$ cat src/rtl/instr_loader.sv
// Program loader: parses a length-prefixed 9-bit word stream, writes the payload to
// instruction RAM from address 0, verifies a trailing XOR checksum and gates core reset.
module instr_loader #(
  parameter int D = 12
) (
  input  logic         clk,
  input  logic         reset,
  input  logic         start,
  input  logic [8:0]   in_data,
  input  logic         in_valid,
  output logic         in_ready,
  output logic         mem_we,
  output logic [D-1:0] mem_addr,
  output logic [8:0]   mem_data,
  output logic         busy,
  output logic         done,
  output logic         error,
  output logic         core_hold
);

  typedef enum logic [2:0] {
    S_IDLE,
    S_LEN_HI,
    S_LEN_LO,
    S_LOAD,
    S_CSUM,
    S_DONE,
    S_ERR
  } state_t;

  state_t       state, next_state;
  logic [8:0]   len_hi_q;
  logic [8:0]   csum_q;
  logic [D-1:0] len_q;
  logic [D:0]   addr_q;
  logic         accept;
  logic [17:0]  len_full;
  logic         len_ok;
  logic         last_word;
  logic         next_busy;

  assign accept    = in_valid && in_ready;
  assign len_full  = {len_hi_q, in_data};
  // Any header bit at or above D means the program cannot fit in the RAM.
  assign len_ok    = (len_full >> D) == 18'd0;
  assign last_word = (addr_q + 1'b1) == {1'b0, len_q};
  assign next_busy = next_state inside {S_LEN_HI, S_LEN_LO, S_LOAD, S_CSUM};

  always_ff @(posedge clk or posedge reset) begin
    if (reset) state <= S_IDLE;
    // NOTE: state elements use non-blocking assignments so every flop samples pre-edge values.
    else       state <= next_state;
  end

  always_comb begin
    // NOTE: next_state gets a default before the case so no path can infer a latch.
    next_state = state;
    case (state)
      S_IDLE, S_DONE, S_ERR: if (start) next_state = S_LEN_HI;
      S_LEN_HI:              if (accept) next_state = S_LEN_LO;
      S_LEN_LO: begin
        if (accept) begin
          if (!len_ok)              next_state = S_ERR;
          else if (len_full == '0)  next_state = S_CSUM;
          else                      next_state = S_LOAD;
        end
      end
      S_LOAD:                if (accept && last_word) next_state = S_CSUM;
      S_CSUM: begin
        if (accept) next_state = (in_data == csum_q) ? S_DONE : S_ERR;
      end
      default:               next_state = S_IDLE;
    endcase
  end

  // Outputs are registered decodes of the state being entered, so they change with state.
  always_ff @(posedge clk or posedge reset) begin
    if (reset) begin
      in_ready  <= 1'b0;
      busy      <= 1'b0;
      done      <= 1'b0;
      error     <= 1'b0;
      core_hold <= 1'b1;
      mem_we    <= 1'b0;
      mem_addr  <= '0;
      mem_data  <= '0;
      len_hi_q  <= '0;
      len_q     <= '0;
      addr_q    <= '0;
      csum_q    <= '0;
    end else begin
      in_ready  <= next_busy;
      busy      <= next_busy;
      done      <= (next_state == S_DONE);
      error     <= (next_state == S_ERR);
      core_hold <= (next_state != S_DONE);
      mem_we    <= 1'b0;
      case (state)
        S_IDLE, S_DONE, S_ERR: begin
          if (start) begin
            addr_q <= '0;
            csum_q <= '0;
          end
        end
        S_LEN_HI: if (accept) len_hi_q <= in_data;
        S_LEN_LO: if (accept) len_q <= len_full[D-1:0];
        S_LOAD: begin
          if (accept) begin
            mem_we   <= 1'b1;
            mem_addr <= addr_q[D-1:0];
            mem_data <= in_data;
            csum_q   <= csum_q ^ in_data;
            addr_q   <= addr_q + 1'b1;
          end
        end
        default: ;
      endcase
    end
  end

endmodule

$ cat config.mk
export PLATFORM = sky130hd
export DESIGN_NAME = instr_loader
export DESIGN_NICKNAME = d
export VERILOG_FILES = /design/src/rtl/instr_loader.sv
export SDC_FILE = /design/constraint.sdc
export NUM_CORES = 1
export LEC_CHECK = 0
export CORE_MARGIN = 2
export CORE_UTILIZATION = 31
export DETAILED_ROUTE_END_ITERATION = 8
export PLACE_DENSITY = 0.52
export SLEW_MARGIN = 20
export SYNTH_ARGS = -nofsm -noshare
export SYNTH_HDL_FRONTEND = slang
export SYNTH_SLANG_ARGS = --single-unit
$ cat constraint.sdc
create_clock -name clk -period 2 [get_ports clk]
set_input_delay 0.2 -clock clk [delete_from_list [all_inputs] [get_ports clk]]
set_output_delay 0.2 -clock clk [all_outputs]
set_load 0.01 [all_outputs]
==> results.sh, run 1 <==
export IMPL_first_pass_iters=4
export IMPL_p_total_mw=6.419
export IMPL_clockBufferDepth=2
export IMPL_maxSlewHeadroom_pct=74.09
export IMPL_cp_arrival_ns=2.43
export IMPL_period_share_pct=108.1
export IMPL_cts_tree="done"
export IMPL_period_needed_ns=2.161
export IMPL_gr_total_overflow=0
export IMPL_ir_drop_mv=0.6080
export IMPL_cts_buffers_inserted=9
export IMPL_setup_slack_ns=-0.1614
export IMPL_hpwlAfterDp_mm=5.990
export IMPL_cts_htree_levels=3
export IMPL_synth_enable_flop_cells=0
export IMPL_initial_utilization_pct=32.15
export IMPL_port_buffers=39
export IMPL_synth_top_cell_by_area="dfrtp_1"
export IMPL_syn_area_per_cell_um2=9.341
export IMPL_grt_pass1_wl_mm=14.77
export IMPL_tightest_slew_ns=0.3887
export IMPL_grtUsageMet1_pct=19.24
export IMPL_die_area_um2=12260
export IMPL_routed_via_count=2947
export IMPL_cap_violations=0
export IMPL_p_sw_mw=2.161
export IMPL_path_clk_slew_ns=0.06
export IMPL_drt_total_wl_mm=8.452
export IMPL_nets=482
export IMPL_rows=38
export IMPL_combPwrFrac_pct=39.0
export IMPL_syn_area_um2=3531
export IMPL_met3_usage_pct=3.882
export IMPL_dp_cells=595
export IMPL_synth_area_top_cells="dfrtp_1 50%, nand2_1 9.0%, mux2_2 6.4%"
export IMPL_die_height_um=110.7
export IMPL_grt_pass1_vias=3057
export IMPL_clkPwrFrac_pct=24.8
export IMPL_synthFlopType="dfrtp_1"
export IMPL_status="finished with violations"
export IMPL_holdCritPathClass="input port to flop"
export IMPL_fmax_mhz=462.7
export IMPL_synthDominantCellAreaShare_pct=50.32
export IMPL_die_w_um=110.7
export IMPL_globalRoute_busiestLayer="met2"
export IMPL_hold_viol_final=0
export IMPL_ys_warn_count=0
export IMPL_critical_path_class="flop to flop"
export IMPL_switching_share_pct=33.66
export IMPL_n_antenna_cell=0
export IMPL_core_um2=10980
export IMPL_synth_nets=392
export IMPL_worstPathMaxFanout=4
export IMPL_track_usage_pct=14.70
export IMPL_cp_end_kind="flop"
export IMPL_ys_ff_latch=72
export IMPL_p_seq_share_pct=36.2
export IMPL_post_synth_num_cell_types=47
export IMPL_fin_skew_ns=0.006607
export IMPL_mostFrequentLayoutCells="85 x nand2_1, 71 x dfrtp_1, 59 x buf_4"
export IMPL_grt_start_max_net_pins=73
export IMPL_cp_start_kind="flop"
export IMPL_wl_per_cell_um=13.81
export IMPL_drtIter0Drc=81
export IMPL_vias_per_cell=4.815
export IMPL_pin_count=40
export IMPL_mostFrequentLayoutCell="nand2_1"
export IMPL_p_leak_nw=2.226
export IMPL_crit_required_ns=2.27
export IMPL_cts_root_buf="clkbuf_16"
export IMPL_grt_antenna_before_repair=0
export IMPL_setup_viol=6
export IMPL_use_met2_pct=24.09
export IMPL_cts_sinks=72
export IMPL_place_congestion=0.8352
export IMPL_drive_gt1_share_pct=24.36
export IMPL_p_per_area_nw_per_um2=1318
export IMPL_rsz0062_at_grt="true"
export IMPL_ys_seq_area_share_pct=51.06
export IMPL_ant_nets=0
export IMPL_internal_power_mw=4.258
export IMPL_insertion_delay_ns=0.33
export IMPL_final_cells=612
export IMPL_async_reset_ff_share_pct=100.0
export IMPL_syn_inst=378
export IMPL_area_growth_pct=37.92
export IMPL_violations="negative setup slack"
export IMPL_slew_violations=0
export IMPL_drc=0
-- flip-flops by register name (all words and copies together), names as in the netlist --
| register | cells |
|---|---|
| addr_q | 13 |
| len_q | 12 |
| mem_addr | 12 |
| csum_q | 9 |
| len_hi_q | 9 |
| mem_data | 9 |
| state | 3 |
| busy | 1 |
| core_hold | 1 |
| done | 1 |
| error | 1 |
| mem_we | 1 |
-- critical path: stages (launching register included) --
cell      delay, ns
dfrtp_1        0.39
or4b_1         0.52
o311ai_1       0.09
mux2i_1        0.13
nor4_1         0.29
nand4_1        0.24
o21ba_4        0.29
a21o_1         0.15
-- what timing repair did --
| item | 4_1_cts | 5_1_grt |
|---|---|---|
| setup buffers | 0 | 2 |
| resized for setup | 2 | 10 |
| endpoints found under the hold margin | 0 | 0 |
| cloned | 0 | 0 |
| setup endpoints to repair | 5 | 8 |
| hold buffers | 0 | 0 |
| pin swaps | 1 | 8 |
-- metal layers --
| layer | wire, um | vias up |
|---|---|---|
| met1 | 4156 | 1411 |
| met3 | 282 | 8 |
| met4 | 81 | 0 |
| met2 | 3931 | 49 |
| met5 | 0 | - |
| li1 | - | 1479 |
-- path summary, 6_finish.rpt --
| kind | start | end | slack [ns] | cells past startpoint |
|---|---|---|---|---|
| setup / recovery | len_q[10]$_DFFE_PP0P_ | core_hold$_DFF_PP1_ | -0.16 | 7 |
| hold / removal | in_data[1] | len_hi_q[1]$_DFFE_PP0P_ | 0.30 | 2 |
| setup reg to reg | len_q[10]$_DFFE_PP0P_ | core_hold$_DFF_PP1_ | -0.16 | 7 |
| hold reg to reg | mem_addr[0]$_DFFE_PP0P_ | mem_addr[0]$_DFFE_PP0P_ | 0.47 | 2 |
| max in group asynchronous | reset | core_hold$_DFF_PP1_ | 1.34 | 3 |
| min in group asynchronous | reset | mem_data[3]$_DFFE_PP0P_ | 0.31 | 3 |
-- per-stage QoR --
step           cell area, um2  hold WS [ns]  util, %  setup TNS (ns)  worst slack, ns
2_1_floorplan            3558        0.3168        -               0          0.01653
3_3_place_gp             4496        0.4569    40.93          -1.182          -0.2680
3_5_place_dp             4496        0.4616    40.93          -1.361          -0.3370
4_1_cts                  4801        0.3342    43.71         -0.4719          -0.1106
5_1_grt                  4870        0.3229    44.34          -1.560          -0.2808
6_report                 4870        0.2979    44.34         -0.6244          -0.1614
-- cells by family after synthesis --
group / synth area share, %
multiplexers: 7.229
buffers and inverters: 3.933
adder cells (fa/ha/maj): 0.3543
AND/OR/NAND/NOR: 19.95
XOR/XNOR: 5.705
AO/OA/AOI/OAI: 11.76
flip-flops: 51.06
-- power groups by stage --
stage / registers (mW) / clock network (mW) / logic [mW]
final: 2.33 / 1.59 / 2.50
after global placement: 2.33 / 0 / 2.34
after CTS: 2.32 / 1.66 / 2.40
after global routing: 2.41 / 1.72 / 2.80
after floorplan: 2.29 / 0 / 1.41
after detailed placement: 2.35 / 0 / 2.37
-- cell type report --
cell class / instances / area [um2]
well taps: 140 / 175.2
multi-input cells: 274 / 1667
clock inverters: 5 / 57.56
inverters: 10 / 41.29
repair buffers: 101 / 887.1
flip-flops and latches: 72 / 1803
clock buffers: 10 / 239.0
fillers: 1081 / 6113
-- cell usage after synthesis (2+ instances only) --
| cell | number |
|---|---|
| nor3_1 | 4 |
| nand3b_1 | 2 |
| nand4_1 | 2 |
| buf_1 | 3 |
| xnor2_1 | 12 |
| clkbuf_1 | 11 |
| nand3_1 | 12 |
| o211ai_1 | 4 |
| dfrtp_1 | 71 |
| or2_2 | 2 |
| and2_1 | 2 |
| o21ai_0 | 42 |
| nor2_1 | 26 |
| a211oi_1 | 2 |
| nor3_2 | 2 |
| mux2_2 | 20 |
| and3_1 | 2 |
| xor2_1 | 11 |
| a21oi_1 | 9 |
| a31oi_1 | 3 |
| nor4_1 | 9 |
| inv_1 | 10 |
| nand2_1 | 85 |
| buf_2 | 5 |
| o31ai_1 | 3 |
| mux2i_1 | 3 |
No activity file was read; power rests on OpenSTA's default activity.
==> inputs of run 2 (changes only) <==
- CORE_ASPECT_RATIO: default -> 1.1
==> run 2 against run 1 <==
Effect of this change:
- the run still ends with negative setup slack left
- final area up 0.36%
- clock power up 14%
- worst setup slack better by 0.091 ns
- largest cell class unchanged
==> results.sh, run 2 (synthesis results as in run 1) <==
export IMPL_hold_viol_final=0
export IMPL_holdCritPathClass="input port to async pin"
export IMPL_ir_drop_mv=0.5389
export IMPL_mostFrequentLayoutCells="85 x nand2_1, 71 x dfrtp_1, 48 x buf_4"
export IMPL_top_regs="addr_q (13), len_q (12), mem_addr (12)"
export IMPL_setup_slack_ns=-0.07051
export IMPL_die_area_um2=12260
export IMPL_hpwlAfterDp_mm=6.161
export IMPL_setup_viol=4
export IMPL_tns_ns=-0.1529
export IMPL_largest_register_ffs=13
export IMPL_area_growth_pct=38.41
export IMPL_core_um2=11010
export IMPL_cts_tree="done"
export IMPL_timing_rr_start="addr_q[11]$_DFFE_PP0P_"
export IMPL_p_total_mw=6.537
export IMPL_p_leak_nw=2.201
export IMPL_num_fill_cells=1083
export IMPL_cts_htree_levels=3
export IMPL_routed_via_count=2909
export IMPL_cts_sinks=72
export IMPL_gr_total_overflow=0
export IMPL_insertion_delay_ns=0.33
export IMPL_regMostFlops="addr_q"
export IMPL_clockBufferDepth=2
export IMPL_wl_per_cell_um=13.98
export IMPL_place_congestion=0.7873
export IMPL_drt_total_wl_mm=8.528
export IMPL_final_util_pct=44.39
export IMPL_fmax_mhz=483.0
export IMPL_crit_required_ns=2.26
export IMPL_path_cells="or4b_4 > o311ai_2 > mux2i_1 > nor4_1 > nand4_1 > o21ba_4 > nor3_2"
export IMPL_grt_pass1_wl_mm=14.43
export IMPL_grt_antenna_before_repair=0
export IMPL_ant_nets=0
export IMPL_drtIter0Drc=104
export IMPL_nets=472
export IMPL_maxSlewHeadroom_pct=59.12
export IMPL_grt_pass1_vias=2920
export IMPL_cts_buffers_inserted=9
export IMPL_die_w_um=105.8
export IMPL_status="finished with violations"
export IMPL_initial_utilization_pct=32.07
export IMPL_track_usage_pct=15.01
export IMPL_period_share_pct=103.5
export IMPL_n_antenna_cell=0
export IMPL_cp_end_kind="flop"
export IMPL_vias_per_cell=4.769
export IMPL_path_clk_slew_ns=0.06
export IMPL_cp_arrival_ns=2.33
export IMPL_fin_skew_ns=0.005750
export IMPL_drive_gt1_share_pct=23.54
export IMPL_cp_start_kind="flop"
export IMPL_violations="negative setup slack"
export IMPL_rows=40
export IMPL_critical_path_class="flop to flop"
export IMPL_crit_path_max_incr_delay_ns=0.55
export IMPL_cap_violations=0
export IMPL_r2r_end="error$_DFF_PP0_"
export IMPL_slew_violations=0
export IMPL_first_pass_iters=4
export IMPL_drc=0
export IMPL_die_height_um=115.9
export IMPL_worstPathMaxFanout=4
export IMPL_mostFrequentLayoutCell="nand2_1"
export IMPL_critical_path_slowest_cell="or4b_4"
export IMPL_p_per_area_nw_per_um2=1338
export IMPL_rsz0062_at_grt="true"
export IMPL_grt_start_max_net_pins=26
export IMPL_port_buffers=39
export IMPL_pin_count=40
export IMPL_reg2reg_setup_slack_ns=-0.07
export IMPL_tightest_slew_ns=0.6119
export IMPL_cts_root_buf="clkbuf_16"
export IMPL_r2r_cells=7
export IMPL_period_needed_ns=2.071
-- run 2: final cells by class --
cell class | instances | area [um2] | area share, %
flip-flops and latches | 72 | 1803 | 36.89
multi-input cells | 274 | 1695 | 34.69
repair buffers | 91 | 822.0 | 16.82
clock buffers | 12 | 266.5 | 5.453
well taps | 147 | 183.9 | 3.763
clock inverters | 4 | 75.07 | 1.536
inverters | 10 | 41.29 | 0.8449
-- run 2: how the worst max path moves through the flow --
stage	start	to	slack (ns)
finish	addr_q[11]$_DFFE_PP0P_	error$_DFF_PP0_	-0.07
CTS	addr_q[11]$_DFFE_PP0P_	error$_DFF_PP0_	-0.1
detailed placement	in_data[8]	busy$_DFF_PP0_	-0.35
global placement	in_data[8]	busy$_DFF_PP0_	-0.34
global route	addr_q[0]$_DFFE_PP0P_	error$_DFF_PP0_	-0.19
floorplan	addr_q[0]$_DFFE_PP0P_	error$_DFF_PP0_	0.02
-- run 2: through the flow --
stage / instances / cell area (um2) / hold WS, ns / setup slack, ns
floorplan: 378 / 3558 / 0.3168 / 0.01653
global placement: 594 / 4457 / 0.4568 / -0.3447
detailed placement: 594 / 4457 / 0.4613 / -0.3459
CTS: 610 / 4828 / 0.3055 / -0.09805
global route: 610 / 4887 / 0.3317 / -0.1943
finish: 610 / 4887 / 0.2837 / -0.07051
-- run 2: critical path: cells and delay by family (launching register included) --
kind	cells	cell delay [ns]
DFF	1	0.38
AOI/OAI and AO/OA	2	0.36
and+or+nand+nor	4	1.12
muxes	1	0.14
-- run 2: what timing repair did --
| action | 4_1_cts | 5_1_grt |
|---|---|---|
| setup buffers | 0 | 0 |
| gates resized for setup | 6 | 9 |
| pin swaps | 1 | 2 |
| endpoints found under the hold margin | 0 | 0 |
| gates cloned | 0 | 0 |
| hold buffers | 0 | 0 |
| endpoints found under the setup margin | 7 | 7 |
-- run 2: routing by layer --
| metal | global-route usage (%) | vias up | part of all wire [%] |
|---|---|---|---|
| met5 | 0 | - | 0 |
| met4 | 7.018 | 0 | 2.6 |
| met3 | 2.418 | 13 | 3.7 |
| met2 | 24.22 | 57 | 46 |
| met1 | 19.92 | 1384 | 48 |
| li1 | - | 1455 | - |
-- run 2: power breakdown --
part           switching [mW]  leakage, nW  total [mW]  internal, mW
logic                    1.12         1.11        2.36          1.24
clock network           0.615        0.161        1.81          1.19
registers               0.419        0.931        2.37          1.95
total                    2.15         2.20        6.54          4.38
==> inputs of run 3 (changes only) <==
- HOLD_SLACK_MARGIN: default -> 0.1
==> results of run 3 <==
The final DEF is identical to that of run 2; final timing and power are the same.
